--- src/rtl/digi_ota_if.sv ---
// Result channel of the Digi OTA read-back decoder: a signed code and an activity count
// behind a valid/ready handshake.
interface digi_ota_if #(
  parameter int WIN_LOG2 = 8,
  parameter int CODE_W   = WIN_LOG2 + 2
);
  logic                     code_valid;
  logic                     code_ready;
  logic signed [CODE_W-1:0] code;
  logic [WIN_LOG2:0]        act_cnt;

  modport master (output code_valid, output code, output act_cnt, input code_ready);
  modport slave  (input code_valid, input code, input act_cnt, output code_ready);
endinterface

--- src/rtl/digi_ota_decoder.sv ---
// Digi OTA read-back: synchronises the tri-state Out/EN pulse stream and integrates it
// over a 2**WIN_LOG2-sample window into a signed differential code plus activity count.
module digi_ota_decoder #(
  parameter int WIN_LOG2    = 8,
  parameter int SYNC_STAGES = 2,
  parameter int CODE_W      = WIN_LOG2 + 2
) (
  input  logic        clk,
  input  logic        rst_n,
  input  logic        ena,
  input  logic        ota_out,
  input  logic        ota_en,
  input  logic        start,
  input  logic        cont,
  output logic        busy,
  digi_ota_if.master  code_if
);

  localparam logic [1:0] IDLE = 2'd0;
  localparam logic [1:0] ACQ  = 2'd1;
  localparam logic [1:0] HOLD = 2'd2;

  logic [1:0]               state;
  logic [SYNC_STAGES-1:0]   out_sync;
  logic [SYNC_STAGES-1:0]   en_sync;
  logic                     out_s;
  logic                     en_s;
  logic [WIN_LOG2-1:0]      win_cnt;
  logic signed [CODE_W-1:0] acc;
  logic [WIN_LOG2:0]        act;
  logic signed [CODE_W-1:0] acc_next;
  logic [WIN_LOG2:0]        act_next;

  // Out is only meaningful while EN is high; a floating pad contributes nothing.
  function automatic logic signed [CODE_W-1:0] delta(input logic en, input logic out);
    if (!en)
      return '0;
    else if (out)
      return {{(CODE_W-1){1'b0}}, 1'b1};
    else
      return '1;
  endfunction

  assign out_s = out_sync[SYNC_STAGES-1];
  assign en_s  = en_sync[SYNC_STAGES-1];
  assign busy  = (state == ACQ);

  always_comb begin
    acc_next = acc + delta(en_s, out_s);
    act_next = act + {{WIN_LOG2{1'b0}}, en_s};
  end

  always_ff @(posedge clk or negedge rst_n) begin
    if (!rst_n) begin
      out_sync           <= '0;
      en_sync            <= '0;
      state              <= IDLE;
      win_cnt            <= '0;
      acc                <= '0;
      act                <= '0;
      code_if.code_valid <= 1'b0;
      code_if.code       <= '0;
      code_if.act_cnt    <= '0;
    end else begin
      // Input synchroniser stage boundary: pads enter at [0], samples leave at the top.
      out_sync <= {out_sync[SYNC_STAGES-2:0], ota_out};
      en_sync  <= {en_sync[SYNC_STAGES-2:0], ota_en};

      if (!ena) begin
        state              <= IDLE;
        code_if.code_valid <= 1'b0;
      end else begin
        case (state)
          IDLE: begin
            if (start) begin
              state   <= ACQ;
              win_cnt <= '0;
              acc     <= '0;
              act     <= '0;
            end
          end
          ACQ: begin
            acc     <= acc_next;
            act     <= act_next;
            win_cnt <= win_cnt + WIN_LOG2'(1);
            // Last sample of the window is folded in on the same edge that publishes it.
            if (&win_cnt) begin
              state              <= HOLD;
              code_if.code       <= acc_next;
              code_if.act_cnt    <= act_next;
              code_if.code_valid <= 1'b1;
            end
          end
          HOLD: begin
            if (code_if.code_ready) begin
              code_if.code_valid <= 1'b0;
              win_cnt            <= '0;
              acc                <= '0;
              act                <= '0;
              state              <= cont ? ACQ : IDLE;
            end
          end
          default: state <= IDLE;
        endcase
      end
    end
  end

endmodule
--- src/flat_wrapper.sv ---
// flat-port wrapper written by rule: the top's interface ports become plain ports
module digi_ota_decoder_flat 
#(
  parameter int WIN_LOG2    = 8,
  parameter int SYNC_STAGES = 2,
  parameter int CODE_W      = WIN_LOG2 + 2
)
  (clk, rst_n, ena, ota_out, ota_en, start, cont, busy, code_if_code_valid, code_if_code, code_if_act_cnt, code_if_code_ready);
  digi_ota_if #(.WIN_LOG2(WIN_LOG2), .CODE_W(CODE_W)) code_if_i ();
  input  logic clk;
  input  logic rst_n;
  input  logic ena;
  input  logic ota_out;
  input  logic ota_en;
  input  logic start;
  input  logic cont;
  output logic busy;
  output wire logic [$bits(code_if_i.code_valid)-1:0] code_if_code_valid;
  output wire logic [$bits(code_if_i.code)-1:0] code_if_code;
  output wire logic [$bits(code_if_i.act_cnt)-1:0] code_if_act_cnt;
  input wire logic [$bits(code_if_i.code_ready)-1:0] code_if_code_ready;
  assign code_if_code_valid = code_if_i.code_valid;
  assign code_if_code = code_if_i.code;
  assign code_if_act_cnt = code_if_i.act_cnt;
  assign code_if_i.code_ready = code_if_code_ready;
  digi_ota_decoder #(.WIN_LOG2(WIN_LOG2), .SYNC_STAGES(SYNC_STAGES), .CODE_W(CODE_W)) u_core (.clk(clk), .rst_n(rst_n), .ena(ena), .ota_out(ota_out), .ota_en(ota_en), .start(start), .cont(cont), .busy(busy), .code_if(code_if_i));
endmodule
--- config.mk ---
export PLATFORM = sky130hd
export DESIGN_NAME = digi_ota_decoder_flat
export DESIGN_NICKNAME = d
export VERILOG_FILES = /design/src/rtl/digi_ota_if.sv /design/src/rtl/digi_ota_decoder.sv /design/src/flat_wrapper.sv
export SDC_FILE = /design/constraint.sdc
export NUM_CORES = 1
export LEC_CHECK = 0
export ABC_AREA = 1
export CORE_MARGIN = 3
export CORE_UTILIZATION = 52
export DETAILED_ROUTE_END_ITERATION = 7
export PLACE_DENSITY = 0.74
export SLEW_MARGIN = 0
export SYNTH_ARGS = -nofsm -noshare
export SYNTH_HDL_FRONTEND = slang
export SYNTH_SLANG_ARGS = --single-unit
--- constraint.sdc ---
create_clock -name clk -period 2 [get_ports clk]
set_clock_uncertainty 0.05 [all_clocks]
set_input_delay 0.4 -clock clk [delete_from_list [all_inputs] [get_ports clk]]
set_output_delay 0.4 -clock clk [all_outputs]
set_load 0.02 [all_outputs]
==> results.txt <==
----------------------------------------------------
[Status]
  Status ... complete, no violations

[Detailed routing]
  Total vias in the final route ... 2,080
  Drt drc ... 0
  Antenna Violating Nets Remaining ... 0
  Via count normalized by instance count ... 5.049
  Average wire per cell in the routed design ... roughly 12 um
  Initial detailed-routing violation count ... 123
  DRT Pass-1 Iters ... 4
  Wirelength, routed ... between 5 and 6 mm

[Worst setup path]
  Crit. End Element ... flop
  CP arrival ... 1.90 ns
  Slowest library cell on the worst path ... dfrtp_2
  Critical-path maximum fanout ... 7
  Buffering stage count on the worst path with inverters included ... 0
  Critical path cell sequence ... ha_1, ha_1, nand3_1, nor2_1, nand4_1, xor2_1, o21ai_0
  Kind of cell with the highest combined delay on the critical path ... flip-flops
  Critical path launch point type ... flop
  Max incr delay on CP ... roughly 0.47 ns
  Cell type with the highest occurrence count on the critical path ... ha_1
  Req. time, crit path ... 2.13 ns
  Critical path start-end classification ... flop to flop

[Clock tree]
  CTS tree ... built
  Number of buffers inserted for hold repair after clock tree synthesis ... 0
  Worst-case clock buffer depth ... 2
  CTS-repair resized insts ... 0
  Number of setup buffers added after CTS ... 0
  Number of buffers added by the clock tree synthesis step ... 5
  H-tree levels ... 2
  Clock network latency to the later pin of the worst-skew pair ... 0.31 ns
  Clock input transition at the sequential cells of the worst setup and hold paths ... 0.10 ns
  # clock sinks ... 53
  CTS root buffer ... clkbuf_8

[Power]
  Total power per unit cell area ... 727.0 nW/um^2
  Static leakage power ... roughly 1.6 nW
  Worst ir drop on vdd ... 0.0004907 V

[Global route]
  Residual overflow from global routing ... 0
  Number of global-route vias before repair ... between 2,000 and 2,500
  Wire length of the first global-routing pass ... 9.473 mm
  Pin count of the biggest net entering global routing ... 54
  Antenna violations before repair ... 0
  Total routing resource utilization after global routing ... 19.55%

[Timing]
  Number of failing setup endpoints in the final timing report ... 0
  Total negative slack for setup checks ... 0 ns
  Unrepaired setup endpoints after global routing ... false
  Share of the cycle needed by the critical path after routing ... 88.15%
  Hold Vio Cnt, Final ... 0
  Relative slew slack ... 70.32%
  Worst-case hold slack ... 0.007741 ns
  Achievable frequency ... 567.2 MHz
  Max-slew violation count ... 0
  Minimum clock period ... roughly 1.8 ns
  Worst Tran Pin Value ... between 0.4 and 0.5 ns

[Placement]
  Count of buffers inserted at the top-level ports ... 28
  Total placed instance area ... 3075 um^2
  Global placer's final weighted congestion ... approximately 0.9
  Sum of net half-perimeters after detailed placement ... roughly 3.7 mm

[Synthesis]
  Mapped Area ... about 2700 um^2
  Cell variety after synth ... 30
  Share of Yosys cell area claimed by the top area cell type ... 49.95%
  Commonest cells in the synthesized netlist ... nand2_1 (73), dfrtp_1 (53), inv_1 (31), nand3_1 (24)
  Synth async-reset ratio ... 100.0%
  Net Count, Synth ... 318
  Yosys warns ... 0
  Most frequently used cell type in the post-synthesis netlist ... nand2_1
  Sequential-to-total area share from yosys stat ... 49.95%
  Average footprint of a synthesized cell ... 8.705 um^2
  Ys flop type ... dfrtp_1
  Total of flip-flops plus latches after synthesis ... 53
  Top area cells in the synthesized netlist ... dfrtp_1 (50%), nand2_1 (10%), nand3_1 (4.5%), inv_1 (4.4%), xor2_1 (3.6%)
  Leading area contributor after synthesis ... dfrtp_1
  Post-Synthesis Cells ... approximately 300
  Post-synth EDFFs ... 0

[Worst hold path]
  Min-Delay Path Class ... input pin to asynchronous set/reset pin

[Final layout]
  Number of diodes ... 0
  Area Growth Syn to Fin ... 20.17%
  Design Area, Final ... 3191 um^2
  Final net count ... 357
  Share of cells above drive strength 1 ... 14.49%

[Floorplanning]
  I/O pin count ... 29
  Die Span Y ... slightly below 80 um
  Effective utilization at floorplan ... between 50% and 60%
  Die X-Extent ... 77.46 um
  Die Outline Area ... 5999 um^2
  Site row count ... 25
  Core region area ... about 4800 um^2

[Job]
  Max Cap Violations ... 0

----------------------------------------------------
layer usage:
| layer | global-route usage, % | vias to the layer above | wire length [um] |
|---|---|---|---|
| li1 | - | 1068 | - |
| met1 | 27.67 | 981 | 2569 |
| met2 | 29.97 | 21 | 2310 |
| met3 | 3.944 | 10 | 114 |
| met4 | 6.762 | 0 | 80 |
| met5 | 0 | - | 0 |
path summary, 6_finish.rpt:
check | start | endpoint | slack (ns) | depth (start not counted)
worst min-delay path | rst_n | u_core.code_if.code[8] | 0.008 | 2
min in group clk | u_core.out_sync[0] | u_core.out_sync[1] | 0.30 | 0
worst max-delay path | u_core.en_sync[1] | u_core.code_if.act_cnt[8] | 0.24 | 7
max in group asynchronous | rst_n | u_core.en_sync[1] | 1.65 | 2
worst min register to register | u_core.out_sync[0] | u_core.out_sync[1] | 0.30 | 0
worst max register to register | u_core.en_sync[1] | u_core.code_if.act_cnt[8] | 0.24 | 7
where the power goes:
group          internal (W)  switching, W  leakage (nW)
Clock              0.000376      0.000352        0.0554
Sequential          0.00113     0.0000562         0.720
Combinational      0.000151      0.000254         0.779
stage by stage:
stage	utilization [%]	setup slack (ns)	total power, W	std cells
floorplan	-	0.3046	0.001491	305
global placement	63.84	0.1548	0.001605	404
detailed placement	63.84	0.1077	0.001612	404
CTS	66.16	0.0004969	0.002348	412
global route	66.23	0.05401	0.002462	412
finish	66.23	0.2371	0.002319	412
final cells by class:
type | instances | area (um^2)
Fill cell | 409 | 1627
Tap cell | 67 | 83.83
Clock inverter | 2 | 38.79
Clock buffer | 6 | 72.57
Inverter | 37 | 138.9
Timing Repair Buffer | 38 | 365.4
Sequential cell | 53 | 1328
Multi-Input combinational cell | 209 | 1164
sequential cells by signal, indices dropped and copies added, names as in the netlist:
name                       flops
u_core.code_if.code           10
u_core.en_sync                 2
u_core.win_cnt                 8
u_core.state                   2
u_core.code_if.act_cnt         9
u_core.out_sync                2
u_core.act                     9
u_core.code_if.code_valid      1
u_core.acc                    10
cells by family after synthesis:
group / count (synthesis) / share of synthesized area (%)
AOI/OAI and AO/OA: 45 / 9.803
xor gates and xnor gates: 14 / 4.618
adders and majority gates: 5 / 2.356
buffers and inverters: 43 / 6.220
DFF: 53 / 49.95
and+or+nand+nor: 145 / 27.05
cell usage in the layout, fill, tap and decap left out, types with 9 or more instances in the layout:
cell and count:
o21ai_1 12, dfrtp_1 52, xor2_1 11, nor2_1 14, buf_4 9, nand3_1 24, inv_1 31, o21ai_0 14
nand2_1 73, clkdlybuf4s50_1 26
Power figures use the tool's default switching activity.
==> edit 1, RTL diff (config.mk and constraints unchanged) <==
`SYNC_STAGES` is set to 2 in 2 places; all go to 4.
--- a/src/rtl/digi_ota_decoder.sv
+++ b/src/rtl/digi_ota_decoder.sv
@@ -3,5 +3,5 @@
 module digi_ota_decoder #(
   parameter int WIN_LOG2    = 8,
-  parameter int SYNC_STAGES = 2,
+  parameter int SYNC_STAGES = 4,
   parameter int CODE_W      = WIN_LOG2 + 2
 ) (
--- a/src/flat_wrapper.sv
+++ b/src/flat_wrapper.sv
@@ -3,5 +3,5 @@
 #(
   parameter int WIN_LOG2    = 8,
-  parameter int SYNC_STAGES = 2,
+  parameter int SYNC_STAGES = 4,
   parameter int CODE_W      = WIN_LOG2 + 2
 )
Check against the original RTL: no difference found for any inputs over 10 cycles, from zero or initial values and one cycle with rst_n low; that may be too few to reach the edited logic, so the function may still have changed.
==> edit 1 against the original RTL <==
Fmax fell by 2.5%. Worst setup slack worse by 0.045 ns. Sequential cell count is 4 higher. Cell area grew 5.0%. Wire length increased by 8.4%. Total power up 39%. Cell count up 2.7%. Synthesized area grew 1.4%. Count of clock-buffer cells in the layout up 5. Largest cell class unchanged.
==> edit 1: results (changes against the original RTL) <==
Routing:
- The number of design-rule violations left by the first detailed-router iteration came to 156 (was 123).
- The final wirelength is 5499 µm (was 5074 µm).
- The via total after detailed routing is 2,213 (was 2,080).

GRT:
- The global-route met1 utilization is 0.2613 (was 0.2767).
- The overall track demand over capacity in global routing was 0.2046 (was 0.1955).
- The met2 usage was 0.3271 (was 0.2997).
- The number of global-route vias before repair is 2,169 (was 2,064).
- The routing usage on met3 came to 0.05336 (was 0.03944).
- The maximum number of pins on one net before global-route repair is 58 (was 54).
- The first-pass GRT wire length is 9660 µm (was 9473 µm).

Critical path:
- The startpoint of the worst-slack reg-to-reg timing path is u_core.win_cnt[1] (was u_core.en_sync[1]).
- The top cell family by delay on the critical path was buffers and inverters (was flip-flops).
- The destination of the worst register-to-register timing path is u_core.code_if.act_cnt[6] (was u_core.code_if.act_cnt[8]).
- The maximum fanout along the worst path is 35 (was 7).
- The endpoint arrival time on the critical path came to 1.93 ns (was 1.90 ns).
- The largest stage delay on the critical path was 0.42 ns (was 0.47 ns).
- The critical-path cell with the highest stage delay was inv_2 (was dfrtp_2).

Synth:
- Commonest cells in the synthesized netlist: nand2_1 (84), dfrtp_1 (57), inv_1 (31) (was nand2_1 (73), dfrtp_1 (53), inv_1 (31)).
- The sequential cell area fraction in the yosys report is 0.5300 (was 0.4995).
- The synthesized net count came to 322 (was 318).
- The dominant register cell in the synthesized netlist was dfrtp_1 (unchanged).
- Biggest area contributors in the synthesized netlist: dfrtp_1 (53%), nand2_1 (12%), nand3_1 (5.0%) (was dfrtp_1 (50%), nand2_1 (10%), nand3_1 (4.5%)).
- The count of different cell masters after synthesis was 27 (was 30).

Place:
- The routability-driven placement congestion ratio was 0.8812 (was 0.8881).
- The HPWL after detailed placement is 3814 µm (was 3650 µm).
- The placement-stage cell area was 3117 µm² (was 3075 µm²).
- The worst-case setup slack after placement is 0.003191 ns (was 0.1077 ns).

Min path:
- The path category of the worst min-delay check is input pin to asynchronous set/reset pin (unchanged).

STA:
- The tightest hold margin came to 0.002431 ns (was 0.007741 ns).
- The actual transition at the worst max-transition pin is 0.5771 ns (was 0.4405 ns).

CTS:
- The TritonCTS buffer count came to 9 (was 5).
- The H-tree depth reported by CTS is 3 (was 2).
- The clock latency on the worst-skew pair is 0.33 ns (was 0.31 ns).
- The post-CTS setup-driven buffer insertion count was 0 (unchanged).
- The maximum buffer depth of the clock tree is 2 (unchanged).
- The clock slew at the register clock pins of the worst setup and hold paths is 0.07 ns (was 0.10 ns).

Finish:
- The proportion of layout cells with a drive suffix above 1 was 0.1236 (was 0.1449).
- The net total in the final layout is 364 (was 357).

Pwr:
- The leakage power of the design came to 1.643 nW (was 1.555 nW).
- The largest vdd supply drop is 0.6154 mV (was 0.4907 mV).

Status:
- Result of the run: finished, final reports clean (unchanged).
[edit 1: repair_timing]
item,4_1_cts,5_1_grt
gates resized for setup,0,2
endpoints found under the setup margin,0,12
hold buffers,0,0
[edit 1: final cells by class]
class                           instances  area, µm²
Clock buffer                           11      151.4
Clock inverter                          5      77.57
Fill cell                             372       1499
Inverter                               34      127.6
Multi-Input combinational cell        212       1111
Sequential cell                        57       1428
Tap cell                               67      83.83
Timing Repair Buffer                   37      370.4
[edit 1: per-layer routing]
layer,part of all wire,wire (µm)
met1,0.46,2524
met2,0.49,2680
met3,0.044,242
met4,0.0096,53
met5,0,0
[edit 1: worst max path at each step]
stage / startpoint / endpoint / cells after the start
3_5_place_dp: ena / u_core.win_cnt[7] / 6
4_1_cts: u_core.state[0] / busy / 3
6_report: u_core.win_cnt[1] / u_core.code_if.act_cnt[6] / 7
3_3_place_gp: ena / u_core.code_if.act_cnt[6] / 5
2_1_floorplan: u_core.en_sync[3] / u_core.acc[6] / 13
5_1_grt: u_core.out_sync[3] / u_core.acc[8] / 13
[edit 1: logic make-up after synthesis]
kind of cell,after synthesis,synth area share
compound gates,46,0.09484
xor+xnor,13,0.04231
fa+ha+maj,5,0.02325
buf+inv,40,0.05718
flops,57,0.5300
simple gates,148,0.2524
[edit 1: power breakdown]
| group | total (mW) | internal, mW | switching [mW] |
|---|---|---|---|
| combinational | 0.651 | 0.239 | 0.412 |
| sequential | 1.38 | 1.27 | 0.102 |
| clock | 1.20 | 0.764 | 0.440 |
| total | 3.23 | 2.28 | 0.955 |
[edit 1: metrics by stage]
step	instances	setup TNS, ns	power (mW)	utilization
after floorplan	309	0	1.837	-
after global placement	407	0	2.013	0.6428
after detailed placement	407	0	2.034	0.6428
after CTS	423	0	3.261	0.6901
after global routing	423	-0.01024	3.433	0.6908
final	423	0	3.233	0.6908
==> edit 2, RTL diff (same settings) <==
Made on the original files. Make the reset (`rst_n`) synchronous in one clocked block.
--- a/src/rtl/digi_ota_decoder.sv
+++ b/src/rtl/digi_ota_decoder.sv
@@ -51,5 +51,5 @@
   end
 
-  always_ff @(posedge clk or negedge rst_n) begin
+  always_ff @(posedge clk) begin
     if (!rst_n) begin
       out_sync           <= '0;
Check against the original RTL: differs if rst_n is asserted again (counterexample within 4 cycles, from zero or initial values and one cycle with rst_n low); with rst_n held inactive, the same outputs for 10 cycles.
==> edit 2 against the original RTL <==
Cell area down 1.8%. First-iteration DRC count up 21%. Die area down 2.0%. Wire length up 14%. Synthesized area down 2.2%. Sequential cell count unchanged. Worst setup slack worse by 0.054 ns. Critical path type unchanged. Highest routed layer unchanged.
Power is not compared: it rests on default switching activity, and its combinational part moved more than twofold at a synthesized area within 25%.
==> edit 2: results (changes against the original RTL) <==
Synth:
- The count of different cell masters after synthesis is 29 (was 30).
- The synthesized area divided by synthesized cell count came to 7.001 µm² (was 8.705 µm²).
- The dominant register cell in the synthesized netlist is dfxtp_1 (was dfrtp_1).
- The synthesized net count came to 384 (was 318).
- The sequential cell area fraction in the yosys report came to 0.4085 (was 0.4995).
- Commonest cells in the synthesized netlist: nand2_1 (91), dfxtp_1 (53), nor2_1 (42) (was nand2_1 (73), dfrtp_1 (53), inv_1 (31)).
- The share of flip-flops with an asynchronous set or reset is 0 (was 1.000).
- Biggest area contributors in the synthesized netlist: dfxtp_1 (41%), nand2_1 (13%), nor2_1 (6.1%) (was dfrtp_1 (50%), nand2_1 (10%), nand3_1 (4.5%)).
- The number of warnings reported in the yosys synthesis log is 0 (unchanged).

Finish:
- The number of inserted filler cells in the final layout is 432 (was 409).
- The net total in the final layout is 420 (was 357).
- The proportion of layout cells with a drive suffix above 1 is 0.1029 (was 0.1449).
- The final cell count without fillers is 475 (was 412).

Place:
- The routability-driven placement congestion ratio is 0.9458 (was 0.8881).
- The worst-case setup slack after placement is 0.05050 ns (was 0.1077 ns).
- The HPWL after detailed placement is 4057 µm (was 3650 µm).
- The number of cells after detailed placement is 465 (was 404).

Critical path:
- The endpoint arrival time on the critical path is 1.97 ns (was 1.90 ns).
- The largest stage delay on the critical path is 0.38 ns (was 0.47 ns).
- The startpoint of the worst-slack reg-to-reg timing path is u_core.win_cnt[0] (was u_core.en_sync[1]).
- The critical-path cell with the highest stage delay is dfxtp_1 (was dfrtp_2).
- The top cell family by delay on the critical path is simple AND/OR/NAND/NOR gates (was flip-flops).
- The launching element of the worst setup path is u_core.win_cnt[0] (was u_core.en_sync[1]).

Pwr:
- The analysis attributes to cell leakage a power of 1.337 nW.

GRT:
- The first-pass GRT wire length was 10,020 µm (was 9473 µm).
- The number of global-route vias before repair came to 2,343 (was 2,064).
- The number of antenna violations at the first check in global routing was 0 (unchanged).
- The maximum number of pins on one net before global-route repair is 23 (was 54).
- The overall track demand over capacity in global routing was 0.2036 (was 0.1955).

Routing:
- The number of design-rule violations left by the first detailed-router iteration was 149 (was 123).
- The via total after detailed routing is 2,392 (was 2,080).
- The final wirelength is 5759 µm (was 5074 µm).

STA:
- The actual transition at the worst max-transition pin came to 0.6097 ns (was 0.4405 ns).

CTS:
- The H-tree depth reported by CTS was 2 (unchanged).

Min path:
- The path category of the worst min-delay check is flip-flop to flip-flop (was input pin to asynchronous set/reset pin).

Status:
- Result of the run: finished, final reports clean (unchanged).
edit 2: kinds of logic after synthesis:
logic type,count (synthesis),share of synthesized area
fa+ha+maj,5,0.02408
simple gates,184,0.3117
xor+xnor,12,0.04047
buf+inv,55,0.08429
compound gates,62,0.1310
flops,53,0.4085
edit 2: timing repair:
action | CTS | global route
resized for setup | 0 | 7
buffers inserted | 0 | 1
setup endpoints to repair | 0 | 9
edit 2: final timing paths:
check | to | slack [ns] | cells after the start
setup reg to reg | u_core.code_if.code[0] | 0.18 | 8
hold reg to reg | u_core.en_sync[1] | 0.37 | 2
hold / removal | u_core.en_sync[1] | 0.37 | 2
setup / recovery | u_core.code_if.code[0] | 0.18 | 8
edit 2: cell type report:
class,count,share of cell area
Multi-Input combinational cell,263,0.4220
Sequential cell,53,0.3389
Timing Repair Buffer,39,0.1206
Inverter,44,0.05389
Tap cell,67,0.02675
Clock buffer,6,0.02315
Clock inverter,2,0.01238
Timing Repair inverter,1,0.002395
edit 2: tightest hold or removal path, stage by stage, from the launching register on:
cell and delay, ns:
dfxtp_1 0.31, nand2_1 0.05, inv_1 0.03
edit 2: power groups by stage:
stage	logic, mW	registers [mW]	clock network, mW
final	0.128	1.07	0.722
after global placement	0.125	1.09	0
after floorplan	0.0769	1.09	0
after global routing	0.143	1.07	0.773
after CTS	0.127	1.07	0.745
after detailed placement	0.127	1.09	0
edit 2: layer usage:
layer	GRT usage	up-vias	wire (µm)
li1	-	1253	-
met1	0.2507	1096	2763
met4	0.05797	0	62
met5	0	-	0
met3	0.04343	8	223
met2	0.3563	35	2710
edit 2: stage by stage:
stage               area, µm²  power [mW]
global route             3134       1.985
finish                   3134       1.917
CTS                      3107       1.939
global placement         2995       1.217
floorplan                2597       1.168
detailed placement       2995       1.219
